### config.mk
export PLATFORM = sky130hd
export DESIGN_NAME = irq_arbiter
export DESIGN_NICKNAME = d
export VERILOG_FILES = /design/src/rtl/irq_pkg.sv /design/src/rtl/irq_sync.sv /design/src/rtl/irq_arbiter.sv
export SDC_FILE = /design/constraint.sdc
export NUM_CORES = 1
export LEC_CHECK = 0
export ABC_AREA = 0
export CAP_MARGIN = 20
export CORE_MARGIN = 3
export CORE_UTILIZATION = 42
export CTS_BUF_LIST = sky130_fd_sc_hd__clkbuf_8
export DETAILED_ROUTE_END_ITERATION = 10
export PLACE_DENSITY = 0.85
export RECOVER_POWER = 25
export SETUP_SLACK_MARGIN = 0.15
export SLEW_MARGIN = 5
export SYNTH_ARGS = -nofsm -noshare
export SYNTH_HDL_FRONTEND = slang
export SYNTH_SLANG_ARGS = --single-unit
### constraint.sdc
create_clock -name clk_i -period 4.3 [get_ports clk_i]
set_clock_uncertainty 0.05 [all_clocks]
set_input_delay 0.43 -clock clk_i [delete_from_list [all_inputs] [get_ports clk_i]]
set_output_delay 0.43 -clock clk_i [all_outputs]
set_load 0.01 [all_outputs]
### src/rtl/irq_pkg.sv
// Shared types and helpers for the multi-source interrupt arbiter.
package irq_pkg;

   typedef enum logic [1:0] {
      IRQ_IDLE,
      IRQ_REQ,
      IRQ_SERVICE
   } irq_state_t;

   localparam int unsigned IRQ_CAUSE_BASE = 16;

   // Exception code (without the interrupt flag) for a given source index.
   function automatic logic [31:0] mk_cause(input logic [31:0] id);
      return IRQ_CAUSE_BASE + id;
   endfunction

endpackage

### src/rtl/irq_sync.sv
// Multi-flop synchroniser for one asynchronous interrupt line, with a
// rising-edge pulse derived from the synchronised level.
module irq_sync #(
   parameter int unsigned STAGES = 2
) (
   input  logic clk_i,
   input  logic rst_ni,
   input  logic src_i,
   output logic level_o,
   output logic rise_o
);

   logic [STAGES-1:0] chain_q;
   logic              prev_q;

   always_ff @(posedge clk_i or negedge rst_ni) begin
      if (!rst_ni) begin
         chain_q <= '0;
         prev_q  <= 1'b0;
      end else begin
         chain_q <= {chain_q[STAGES-2:0], src_i};
         prev_q  <= chain_q[STAGES-1];
      end
   end

   assign level_o = chain_q[STAGES-1];
   assign rise_o  = chain_q[STAGES-1] & ~prev_q;

endmodule

### src/rtl/irq_arbiter.sv
// Multi-source interrupt controller: synchronise, latch/mask, prioritise and
// hand one request to the commit stage. Define IRQ_VECTORED_EN for vectored mtvec mode.
module irq_arbiter
   import irq_pkg::*;
#(
   parameter int unsigned          NUM_IRQ     = 8,
   parameter int unsigned          XLEN        = 32,
   parameter int unsigned          SYNC_STAGES = 2,
   parameter logic [NUM_IRQ-1:0]   EDGE_MASK   = '0,
   localparam int unsigned         IDW         = (NUM_IRQ > 1) ? $clog2(NUM_IRQ) : 1
) (
   input  logic               clk_i,
   input  logic               rst_ni,
   input  logic [NUM_IRQ-1:0] irq_src_i,
   input  logic [NUM_IRQ-1:0] irq_enable_i,
   input  logic               global_ie_i,
   input  logic [XLEN-1:0]    mtvec_i,
   input  logic               irq_ack_i,
   input  logic               mret_i,
   output logic               irq_req_o,
   output logic [IDW-1:0]     irq_id_o,
   output logic [XLEN-1:0]    irq_cause_o,
   output logic [XLEN-1:0]    irq_pc_o,
   output logic               irq_busy_o,
   output logic [NUM_IRQ-1:0] irq_pending_o
);

   irq_state_t         state_q;
   logic [IDW-1:0]     id_q;
   logic [XLEN-1:0]    cause_q, pc_q;
   logic               req_q, busy_q;
   logic [NUM_IRQ-1:0] pending_q, pending_d;
   logic [NUM_IRQ-1:0] sync_level, sync_rise, clr, cand;
   logic [IDW-1:0]     sel_id;
   logic [XLEN-1:0]    cause_d, pc_d, base;
   logic               ack_taken, withdraw;

   assign ack_taken = (state_q == IRQ_REQ) && irq_ack_i;

   for (genvar gi = 0; gi < NUM_IRQ; gi++) begin : g_src
      irq_sync #(.STAGES(SYNC_STAGES)) u_sync (
         .clk_i   (clk_i),
         .rst_ni  (rst_ni),
         .src_i   (irq_src_i[gi]),
         .level_o (sync_level[gi]),
         .rise_o  (sync_rise[gi])
      );
      assign clr[gi] = ack_taken && (id_q == IDW'(gi));
      // A fresh edge coinciding with the ack of the same source must not be lost.
      assign pending_d[gi] = EDGE_MASK[gi] ? (sync_rise[gi] | (pending_q[gi] & ~clr[gi]))
                                           : sync_level[gi];
   end

   always_comb begin
      cand   = pending_q & irq_enable_i;
      sel_id = '0;
      for (int i = NUM_IRQ - 1; i >= 0; i--) begin
         if (cand[i]) sel_id = IDW'(i);
      end
   end

   assign cause_d = {1'b1, (XLEN-1)'(mk_cause(32'(sel_id)))};
   assign base    = {mtvec_i[XLEN-1:2], 2'b00};

`ifdef IRQ_VECTORED_EN
   assign pc_d = (mtvec_i[1:0] == 2'b01) ? base + XLEN'({mk_cause(32'(sel_id)), 2'b00}) : base;
`else
   logic unused_mode;
   assign unused_mode = ^mtvec_i[1:0];
   assign pc_d        = base;
`endif

   assign withdraw = !global_ie_i || !irq_enable_i[id_q] || !pending_q[id_q];

   always_ff @(posedge clk_i or negedge rst_ni) begin
      if (!rst_ni) begin
         state_q   <= IRQ_IDLE;
         id_q      <= '0;
         cause_q   <= '0;
         pc_q      <= '0;
         req_q     <= 1'b0;
         busy_q    <= 1'b0;
         pending_q <= '0;
      end else begin
         pending_q <= pending_d;
         case (state_q)
            IRQ_IDLE: begin
               if ((|cand) && global_ie_i) begin
                  state_q <= IRQ_REQ;
                  req_q   <= 1'b1;
                  id_q    <= sel_id;
                  cause_q <= cause_d;
                  pc_q    <= pc_d;
               end
            end
            IRQ_REQ: begin
               // An ack in the same cycle as a withdraw condition still wins.
               if (irq_ack_i) begin
                  state_q <= IRQ_SERVICE;
                  req_q   <= 1'b0;
                  busy_q  <= 1'b1;
               end else if (withdraw) begin
                  state_q <= IRQ_IDLE;
                  req_q   <= 1'b0;
               end
            end
            IRQ_SERVICE: begin
               if (mret_i) begin
                  state_q <= IRQ_IDLE;
                  busy_q  <= 1'b0;
               end
            end
            default: begin
               state_q <= IRQ_IDLE;
               req_q   <= 1'b0;
               busy_q  <= 1'b0;
            end
         endcase
      end
   end

   assign irq_req_o     = req_q;
   assign irq_id_o      = id_q;
   assign irq_cause_o   = cause_q;
   assign irq_pc_o      = pc_q;
   assign irq_busy_o    = busy_q;
   assign irq_pending_o = pending_q;

endmodule
==> out/results.txt <==
For the number of sinks on the clock net, the log shows 62. The type of origin of the critical path was a primary input. The layout net count came out at 332. The number of gates resized after CTS was 0. The logs give 0 for the number of maximum-capacitance constraint violations and 0 for the count of hold buffers inserted by post-cts repair.

The number of max-slew violations in the final report was 0; the total number of vias was 1637. The floorplan step defined a core boundary enclosing 5610 um^2. Power per cell area: 560 nW/um^2. Dividing the detail-routed via count by the number of cells gives 4.60. In the synthesized netlist the dominant register cell turns out to be sky130_fd_sc_hd__dfrtp_1. For the maximum number of pins on one net before global-route repair, the log shows 63. The total global routing overflow is 0, and the number of rows created at floorplan is 27. In this run the mean area of a mapped cell was 14.2 um^2.

The die extent in y is 83.0 um, and the total clock buffers created by CTS is 9. The critical path in this run is classified as primary input to flip-flop. The area growth from synthesis to layout is 43.8%. The remaining antenna violation count after routing was 0. Setup repair after global routing left no endpoint under its margin.

Setup slack closes at 1.85 ns. The internal power of the cells totals 0.00140 W. The commonest cells after synthesis are sky130_fd_sc_hd__dfrtp_1 (62), sky130_fd_sc_hd__buf_4 (33), sky130_fd_sc_hd__mux2_2 (28). Timing would allow up to 408 MHz. The shortest period the worst path allows is 2.45 ns. After clock tree synthesis, the setup repair step added 0 buffers. The run finished with clean final reports. After synthesis the cells add up to 2490 um^2. For the total net switching power, the log shows 0.000606 W. sky130_fd_sc_hd__dfrtp_1 is the most common cell in the netlist.

Counting flops with an async set or reset pin after synthesis yields a share of 100%. The xor/xnor cell area share of the yosys netlist works out to 0%. The clock latency reported for the late side of the worst-skew pair is 0.33 ns, and the width of the die is 83.0 um. Adding up every negative setup slack in the final design gives 0 ns. TritonCTS built the clock tree. For the final-report hold violation count, the log shows 0. Counting along the longest clock path gives a buffer depth of 2. Fill cells in the final layout number 445. STA classifies the critical path endpoint as a flip-flop. For this block, the initial DRC count from the detailed router was 79. The synthesized netlist devotes 0% of its cell area to adder and majority cells. Of all nets on the critical path, the largest fanout is 18. Summing the areas of all compound-gate instances in the mapped netlist gives 5.78% of the synthesized area.

The via count of the first global-routing pass was 1716. Sorting the synthesized cells by area gives the leading types as sky130_fd_sc_hd__dfrtp_1 (62%), sky130_fd_sc_hd__mux2_2 (13%), sky130_fd_sc_hd__buf_4 (9.9%). The netlist uses 23 different library cells. Largest family of logic cells by synthesized area: multiplexers. For this configuration, the core starts out at a cell density of 44.4%. The cell taking the most area after synthesis is sky130_fd_sc_hd__dfrtp_1. Dividing the detail-routed wire length by the instance count gives 13.8 um. The maximum vdd drop was 299 uV; the number of synthesis warnings was 0.

The tools report the worst slew margin relative to its limit as 50.9%. The tools report the gate count of the mapped netlist as 176. The run gives 8240 um as the first-pass GRT wire length. The final critical path takes up 57.0% of the cycle. The logs give 34.6% for the fraction of power consumed by combinational cells and 4.47 ns for the critical path required time.

The run gives 0 as the number of DRC violations after detailed routing. In this run switching power makes up 30.2% of total power. The final HPWL from detailed placement was 3600 um. At the worst endpoint, the arrival time is 2.62 ns. The H-tree was split into 3 levels.

Summing all multi-input logic gate instances after layout gives 763 um^2. The final estimated routing congestion in global placement is 0.804. After clock tree synthesis, the clock-pin slew on the worst setup and hold paths is 0.08 ns. The clock network accounts for 23.8% of the total power.

The count of boundary I/O pins is 130, and the final routed wirelength across all metal layers is 4910 um. Setup slack after placement: 1.49 ns. Counting flops with a built-in enable in the synthesized netlist gives 0. The min-delay analysis places its worst path in the category primary input to asynchronous set/reset pin. The cell sitting at the root of the clock tree is a sky130_fd_sc_hd__clkbuf_8. The proportion of power drawn by flip-flops and latches was 41.6%. Cell leakage power: 1.53 nW.

The tightest hold path in the finished design has a slack of 0.194 ns. Setup violations remaining at the end of the flow were counted as 0. For the initial antenna violation count, the log shows 0.

The post-synthesis mux area share works out to 15.4%. The run gives 62.3% as the sequential share of the synthesized area. The count of inserted antenna diode cells was 0; the top cell type's share of synthesized area was 62.3%.

After Yosys synthesis, and, or, nand and nor cells account for 5.12% of the synthesized area. The logs give 15.2% for the global-route usage over all layers and 5 for the count of TritonRoute iterations in the first routing pass. For the pin with the worst max-slew slack, the measured transition is 0.737 ns. The worst register-to-register path has a depth of 4.

The count of input and output buffers is 98, and the share of post-route cells with drive strength above 1 is 18.3%. The floorplan step defined a die boundary enclosing 6890 um^2. Summing all flip-flop and latch instances after layout gives 1550 um^2. The synthesized design contains 62 register bits.
==> power groups by stage <==
stage               logic (W)  clock network (W)  registers, W
global route         0.000743           0.000531      0.000861
detailed placement   0.000704                  0      0.000848
CTS                  0.000709           0.000494      0.000839
finish               0.000695           0.000477      0.000835
floorplan            0.000264                  0      0.000906
global placement     0.000694                  0      0.000836
==> final cells by class <==
cell class	count	share of cell area (%)
Sequential cell	62	43.3
Timing Repair Buffer	100	27.7
Multi-Input combinational cell	106	21.3
Clock buffer	9	3.46
Tap cell	72	2.51
Clock inverter	7	1.75
==> layer usage <==
metal / GRT usage (%) / part of all wire, % / vias up
li1: - / - / 756
met1: 17.9 / 40 / 783
met2: 24.3 / 49 / 91
met3: 7.44 / 9.6 / 7
met4: 4.90 / 0.71 / 0
met5: 0 / 0 / -
==> cell usage in the layout, fill, tap and decap left out, types with 2 or more instances in the layout <==
cell type                         instances
sky130_fd_sc_hd__clkdlybuf4s50_1         89
sky130_fd_sc_hd__dfrtp_1                 62
sky130_fd_sc_hd__conb_1                  29
sky130_fd_sc_hd__mux2_2                  28
sky130_fd_sc_hd__nand2_1                 16
sky130_fd_sc_hd__clkbuf_8                 9
sky130_fd_sc_hd__dlygate4sd3_1            8
sky130_fd_sc_hd__nor2_1                   5
sky130_fd_sc_hd__a21oi_1                  5
sky130_fd_sc_hd__inv_6                    5
sky130_fd_sc_hd__a22oi_1                  4
sky130_fd_sc_hd__o21ai_0                  3
sky130_fd_sc_hd__mux2_1                   2
sky130_fd_sc_hd__nand2b_1                 2
sky130_fd_sc_hd__mux4_2                   2
sky130_fd_sc_hd__buf_4                    2
==> critical path, cell delays in order <==
cell                              delay, ns
sky130_fd_sc_hd__clkdlybuf4s50_1       0.50
sky130_fd_sc_hd__or3b_4                0.43
sky130_fd_sc_hd__a41oi_4               0.51
sky130_fd_sc_hd__buf_4                 0.36
sky130_fd_sc_hd__mux2_2                0.37
==> final timing paths <==
check,startpoint,endpoint,slack (ns)
worst max-delay path,global_ie_i,irq_pc_o[29],1.85
worst min-delay path,rst_ni,g_src[1].u_sync.chain_q[0],0.19
worst max register to register,state_q[0],irq_pc_o[29],1.99
worst min register to register,g_src[3].u_sync.chain_q[1],irq_pending_o[3],0.30
max in group asynchronous,rst_ni,irq_pc_o[30],3.53
min in group clk_i,g_src[3].u_sync.chain_q[1],irq_pending_o[3],0.30
==> per-stage QoR <==
step	cell area, um^2	utilization, %	std cells	total power (W)
detailed placement	3400	60.6	340	0.00155
floorplan	2600	-	204	0.00117
global placement	3400	60.6	340	0.00153
CTS	3580	63.9	356	0.00204
finish	3580	63.9	356	0.00201
global route	3580	63.9	356	0.00213
==> logic make-up after synthesis <==
kind of cell,after synthesis
flops,62
simple gates,27
buf+inv,36
compound gates,18
other cells,1
mux,32
==> registers in the layout, summed over array words and instances (netlist names) <==
signal,cells
g_src.u_sync.chain_q,16
irq_busy_o,1
irq_cause_o,2
irq_id_o,2
irq_pc_o,30
irq_pending_o,8
irq_req_o,1
state_q,2
(Power assumes the default switching activity.)
